File: src/rtl/fetch_stage.sv
// Instruction-fetch stage: program counter, one-outstanding imem request port,
// and a small response FIFO whose head feeds the IF/ID register.
module fetch_stage #(
    parameter logic [31:0] RESET_PC = 32'h0000_0000,
    parameter int          DEPTH    = 2
) (
    input  logic        clk_i,
    input  logic        rst_i,
    input  logic        stall,
    input  logic        redirect_valid,
    input  logic [31:0] redirect_pc,
    output logic        imem_req,
    output logic [31:0] imem_addr,
    input  logic        imem_gnt,
    input  logic        imem_rvalid,
    input  logic [31:0] imem_rdata,
    output logic        if_valid,
    output logic [31:0] if_inst,
    output logic [31:0] if_pc
);
    localparam int PW = $clog2(DEPTH);
    localparam int CW = $clog2(DEPTH + 1);
    localparam logic [31:0] NOP = 32'h0000_0013;

    logic [31:0]   fetch_pc;
    logic [31:0]   req_pc;
    logic [31:0]   held_addr;
    logic          outstanding;
    logic          kill;
    logic          kill_next;
    logic          held;
    logic          held_stale;
    logic [31:0]   fifo_inst [DEPTH];
    logic [31:0]   fifo_pc   [DEPTH];
    logic [PW-1:0] rd_ptr;
    logic [PW-1:0] wr_ptr;
    logic [CW-1:0] count;

    logic grant;
    logic resp;
    logic push;
    logic pop;
    logic do_pop;
    logic credit_ok;

    assign if_valid = (count != '0);
    assign if_inst  = if_valid ? fifo_inst[rd_ptr] : NOP;
    assign if_pc    = if_valid ? fifo_pc[rd_ptr] : 32'h0;

    // Credit counts FIFO entries plus the in-flight word, less the head leaving now.
    assign pop       = if_valid && !stall;
    assign credit_ok = (32'(count) + 32'(outstanding)) < (32'(DEPTH) + 32'(pop));

    assign imem_req  = !rst_i && (held || ((!outstanding || imem_rvalid) && credit_ok));
    assign imem_addr = held ? held_addr : fetch_pc;

    assign grant  = imem_req && imem_gnt;
    assign resp   = imem_rvalid && outstanding;
    assign push   = resp && !kill && !redirect_valid;
    assign do_pop = pop && !redirect_valid;

    // A held request that a redirect overtook, or a request granted in the
    // redirect cycle itself, returns a word from the wrong path.
    always_comb begin
        kill_next = kill;
        if (resp && kill) begin
            kill_next = 1'b0;
        end
        if (redirect_valid && outstanding && !imem_rvalid) begin
            kill_next = 1'b1;
        end
        if (grant && (redirect_valid || held_stale)) begin
            kill_next = 1'b1;
        end
    end

    always_ff @(posedge clk_i) begin
        if (rst_i) begin
            fetch_pc    <= RESET_PC;
            req_pc      <= 32'h0;
            held_addr   <= 32'h0;
            outstanding <= 1'b0;
            kill        <= 1'b0;
            held        <= 1'b0;
            held_stale  <= 1'b0;
            rd_ptr      <= '0;
            wr_ptr      <= '0;
            count       <= '0;
        end else begin
            kill       <= kill_next;
            held       <= imem_req && !imem_gnt;
            held_addr  <= imem_addr;
            held_stale <= imem_req && !imem_gnt && (held_stale || redirect_valid);

            if (grant) begin
                outstanding <= 1'b1;
                req_pc      <= imem_addr;
            end else if (resp) begin
                outstanding <= 1'b0;
            end

            // A stale grant must not overwrite the redirect target already in fetch_pc.
            if (redirect_valid) begin
                fetch_pc <= redirect_pc & ~32'h3;
            end else if (grant && !held_stale) begin
                fetch_pc <= imem_addr + 32'd4;
            end

            if (redirect_valid) begin
                rd_ptr <= '0;
                wr_ptr <= '0;
                count  <= '0;
            end else begin
                if (push) begin
                    wr_ptr <= wr_ptr + PW'(1);
                end
                if (do_pop) begin
                    rd_ptr <= rd_ptr + PW'(1);
                end
                count <= count + CW'(push) - CW'(do_pop);
            end
        end
    end

    always_ff @(posedge clk_i) begin
        if (push) begin
            fifo_inst[wr_ptr] <= imem_rdata;
            fifo_pc[wr_ptr]   <= req_pc;
        end
    end

    always_ff @(posedge clk_i) begin
        if (!rst_i) begin
            assert (!(push && !do_pop && count == CW'(DEPTH)));
        end
    end
endmodule

File: config.mk
export PLATFORM = sky130hd
export DESIGN_NAME = fetch_stage
export DESIGN_NICKNAME = d
export VERILOG_FILES = /design/src/rtl/fetch_stage.sv
export SDC_FILE = /design/constraint.sdc
export NUM_CORES = 1
export LEC_CHECK = 0
export BUFFER_PORTS_ARGS = -buffer_cell sky130_fd_sc_hd__clkbuf_2
export CAP_MARGIN = 20
export CORE_MARGIN = 10
export CORE_UTILIZATION = 43
export CTS_CLUSTER_SIZE = 8
export DETAILED_ROUTE_END_ITERATION = 10
export SETUP_SLACK_MARGIN = 0.2
export SLEW_MARGIN = 25
export SYNTH_ARGS = -nofsm -noshare
export SYNTH_HDL_FRONTEND = slang
export SYNTH_SLANG_ARGS = --single-unit
File: constraint.sdc
create_clock -name clk_i -period 5.7 [get_ports clk_i]
set_clock_uncertainty 0.1 [all_clocks]
set_input_delay 0.285 -clock clk_i [delete_from_list [all_inputs] [get_ports clk_i]]
set_output_delay 0.285 -clock clk_i [all_outputs]
set_load 0.005 [all_outputs]
Word level (Yosys, flattened, before mapping). Memories as Yosys holds them, arrays and structs flattened. A register that Yosys moved wholly into a read port is not among the register bits. Cells that the tools add are included.

Register bits: 104. Bits in writable memories: 128. Bits of input ports: 70. Output and inout bits: 98. Logic and storage cells: 68. Memories: 2.

Memories: fifo_inst (words 2, width 32, rd ports 1, clocked after memory_dff 1, wr ports 1, RTL line 33) `logic [31:0] fifo_inst [DEPTH];`; fifo_pc (words 2, width 32, rd ports 1, clocked after memory_dff 1, wr ports 1, RTL line 34) `logic [31:0] fifo_pc [DEPTH];`.

$add $sub $neg: 7. Order comparisons: 1. Muxes and demuxes: 16. Reduce and logical (&&, ||, !) cells: 31.

Operators with widths (count): two-way mux 32 bit (5); adder 32 x 3 -> 32 bit, second input constant (1); logical AND 1 bit (15); two-way mux 1 bit (11); logical NOT 1 bit (8); nonzero test 2 bit (3); adder 2 x 1 -> 3 bit (1); adder 2 x 1 -> 3 bit, first input constant (1); logical OR 1 bit (3); < comparator 3 bit (1); nonzero test 3 bit (1); adder 1 bit, second input constant (2); adder 2 x 1 -> 2 bit (1); OR reduction 2 bit (1); subtractor 2 x 1 -> 2 bit (1).

Logic depth before layout (Yosys ltp).
Depth in word-level cells: 11. Depth in mapped cells: 13. Depth with buffers taken out: 9.

Least setup slack after synthesis. No wires, ideal clock.

Path type: input to register. From: input port redirect_valid. To: memory fifo_inst[0][0] (enable). Library setup time: 0.486 ns. Data arrival time: 3.742 ns. Setup slack: 1.372 ns. Cell stages on the path: 5. Path buffers: 2. Path through: clkbuf_1 -> clkbuf_1 -> nor3_1 -> inv_1 -> nor2_1.

Longest elaborated chain between the ends: 4.

RTL lines: start, declared (RTL line 10) `input logic redirect_valid,`; logical NOT 1 bit (RTL line 59) `assign push = resp && !kill && !redirect_valid;`; logical AND 1 bit (RTL line 59); two-way mux 1 bit (RTL line 126) `if (push) begin`; two-way mux 1 bit (implied by the code) (RTL line 127) `fifo_inst[wr_ptr] <= imem_rdata;`; end, declared (RTL line 33).

No other way between the ends.

Worst setup path after layout.
From: register held. To: register fetch_pc[31].

Longest elaborated chain between the ends: 5. Elaborated cells between the ends (all ways): 9. Those cells by class: 1 x add/sub; 3 x mux; 5 x reduce/logical.

RTL lines: start, declared (RTL line 31) `logic held;`; start signal, assigned (RTL line 91) `held <= imem_req && !imem_gnt;`; branches (longest 5 deep; another with adder 32 x 3 -> 32 bit); end signal, assigned (RTL line 104) `fetch_pc <= redirect_pc & ~32'h3;`; end signal, assigned (RTL line 106) `fetch_pc <= imem_addr + 32'd4;`; end, declared (RTL line 25) `logic [31:0] fetch_pc;`.

Several ways; the timed one is not identified. The select of a mux whose other input is x is not followed. A chain may end at the register's enable or synchronous reset.

==> impl_metrics.ini <==
[critical_path]
worstReg2RegEnd = fetch_pc[31]$_SDFFE_PP0P_
path_max_fanout = 45
path_cells = buf_4 > mux2i_1 > a211o_1 > nand2b_1 > nor4_1 > xnor2_1 > o22ai_1
start_kind = flip-flop
r2r-start = held$_SDFF_PP0_
critPathSlowestCell = buf_4
r2r_cells = 7
path_class = reg -> reg
cp.required_ns = 5.93
worst-path-buf-inv = 1
slowest_delay_ns = 0.57
crit_arrival_ns = 3.38
reg2reg_setup_slack_ns = 2.55
crit_family = simple AND/OR/NAND/NOR gates
worstSetupEndpointType = flip-flop

[hold_path]
hold_path_depth = 3
holdCritStartpoint = redirect_pc[9]
hold_class = in -> reg
whs_endpoint = fetch_pc[9]$_SDFFE_PP0P_

[detailed_routing]
vias = 6839
first_pass_iters = 5
drtIter0Drc = 475
drc = 0
antenna_left = 0
avgViaCountPerCell = 5.09
finalWirelength_mm = 23.3
avgRoutedWirePerCell_um = 17.3

[sta]
finalSetupViolCount = 0
finalHoldWorstSlack_ns = 0.0450
max_freq_mhz = 317
rsz0062_at_grt = false
hold_viol = 0
period_share_pct = 55.3
maxSlewViolCount = 0
setup_tns_ns = 0
slew_headroom_pct = 35.0
worst_slew_pin_slew_ns = 0.972
fin_ws_ns = 2.55
period_needed_ns = 3.15

[clock_network]
cts.clk_slew.worst_paths_ns = 0.05
h-tree-depth = 2
clock-sinks = 233
cts_buffers = 35
tritoncts = yes
ctsLongestPathBuffers = 3
clk_latency_ns = 0.49
cts_root_buffer = clkbuf_16

[logic_synthesis]
synth_nets = 903
synth-main-ff-cell = edfxtp_1
yosys_warnings = 0
synth_top_family_by_area = simple AND/OR/NAND/NOR gates
synth_mux_area_share_pct = 10.7
synth_async_sr_flop_share_pct = 0
synthSimpleGateAreaFrac_pct = 12.3
avgSynthCellArea_um2 = 11.6
ys_seq_elements = 233
synth_enable_flop_cells = 128
synth_fa_ha_area_share_pct = 0.652
synth-compound-area-share_pct = 8.30
synth_xor_area_share_pct = 2.37
netlist_area_mm2 = 0.00960
synth.distinct_cells = 51
syn-instance-count = 828
ys_seq_area_share_pct = 61.9

[placed_design]
placed_area_mm2 = 0.0107
dp_hpwl_mm = 15.1
gp_congestion = 0.804
dp.cells = 1232
place_ws_ns = 2.53
portBuffers = 165

[layout]
antenna_cells = 0
instances_no_fill = 1343
nets = 1118
layout_commonest_cell = clkbuf_2
final_cell_mix = 165 x clkbuf_2, 128 x nor2_1, 128 x edfxtp_1
utilization_pct = 55.8
fin_area_mm2 = 0.0122
drive_above_1_share_pct = 21.4
area_growth_pct = 27.2

[floorplan]
core_mm2 = 0.0219
die_w_um = 169
die_area_mm2 = 0.0287
num_rows = 54
top_level_ports = 168
initial_core_util_pct = 43.9
fp.dieH_um = 169

[power_and_ir_drop]
leakagePower_nw = 4.73
peakVddDrop_v = 0.000199
powerDensity_mw_per_mm2 = 328
p_total_mw = 4.01

[global_route]
antenna_found_initial = 0
grt.overflow.total = 0
grt_first_pass_wirelength_mm = 37.0
gr-usage-all-layers_pct = 15.7
grt_max_degree = 80
grt_pass1_vias = 6909

[job]
drv_cap = 0

[outcome]
status = finished clean
layer usage:
layer | up-vias | routed length (um) | global-route usage, %
met5 | - | 0 | 0
met4 | 0 | 274 | 4.02
met3 | 21 | 1590 | 4.38
met2 | 192 | 10300 | 23.6
met1 | 3219 | 11100 | 21.9
li1 | 3407 | - | -
state kept, by name, summed over array words and instances (netlist names), named ones only:
name and count:
outstanding 1, held_addr 32, held_stale 1, fifo_inst 64, rd_ptr 1, fetch_pc 32
wr_ptr 1, count 2, req_pc 32, fifo_pc 64, held 1, kill 1
where the power goes:
part           internal [mW]  total (mW)  switching (mW)
Sequential              1.83        1.87          0.0370
Clock                   1.18        1.86           0.680
Combinational          0.122       0.277           0.155
Total                   3.14        4.01           0.872
final cells by class:
type,instances,area [um2]
multi-input combinational,504,3310
clock buffer,56,997
sequential,233,5950
tap,280,350
timing repair buffer,228,1440
fill,1934,9680
clock inverter,1,8.76
inverter,41,154
kinds of logic (layout without fill, tap and decap cells):
| family | Yosys count | in the layout |
|---|---|---|
| AO/OA/AOI/OAI | 121 | 121 |
| buffers and inverters | 91 | 326 |
| flip-flops | 233 | 233 |
| adder cells (fa/ha/maj) | 5 | 5 |
| multiplexers | 102 | 102 |
| AND/OR/NAND/NOR | 250 | 250 |
| XOR/XNOR | 26 | 26 |
worst max path at each step:
stage	start	to	slack (ns)	depth (start not counted)
2_1_floorplan	redirect_valid	fifo_inst[0][0]$_DFFE_PP_	1.37	5
3_3_place_gp	held$_SDFF_PP0_	fetch_pc[31]$_SDFFE_PP0P_	2.61	7
3_5_place_dp	held$_SDFF_PP0_	fetch_pc[31]$_SDFFE_PP0P_	2.53	7
4_1_cts	held$_SDFF_PP0_	fetch_pc[31]$_SDFFE_PP0P_	2.50	7
5_1_grt	held$_SDFF_PP0_	fetch_pc[31]$_SDFFE_PP0P_	2.28	7
6_report	held$_SDFF_PP0_	fetch_pc[31]$_SDFFE_PP0P_	2.55	7
cell usage after synthesis, types with 7 or more instances:
master / number / area (um2)
o21ai_0: 23 / 115
edfxtp_1: 128 / 3840
inv_1: 41 / 154
nand2b_1: 10 / 62.6
xnor2_1: 25 / 219
nor3b_1: 10 / 75.1
nor3_1: 12 / 60.1
dfxtp_1: 105 / 2100
o22ai_1: 10 / 62.6
nor2_1: 130 / 488
nand3_1: 30 / 150
a211oi_1: 22 / 165
a21oi_1: 28 / 140
mux2i_1: 98 / 981
buf_1: 7 / 26.3
clkbuf_1: 29 / 109
nand2_1: 21 / 78.8
buf_2: 12 / 60.1
timing repair:
action | CTS | global route
hold buffers | 54 | 0
endpoints found under the hold margin | 87 | 0
setup buffers | 0 | 0
endpoints found under the setup margin | 0 | 0
resized for setup | 0 | 0
worst reg2reg max path: stages, from the launching register on:
cell and delay, ns:
dfxtp_2 0.54, buf_4 0.57, mux2i_1 0.33, a211o_1 0.42, nand2b_1 0.26, nor4_1 0.50, xnor2_1 0.18, o22ai_1 0.08
Note: power is estimated with default switching activity, not from simulation.
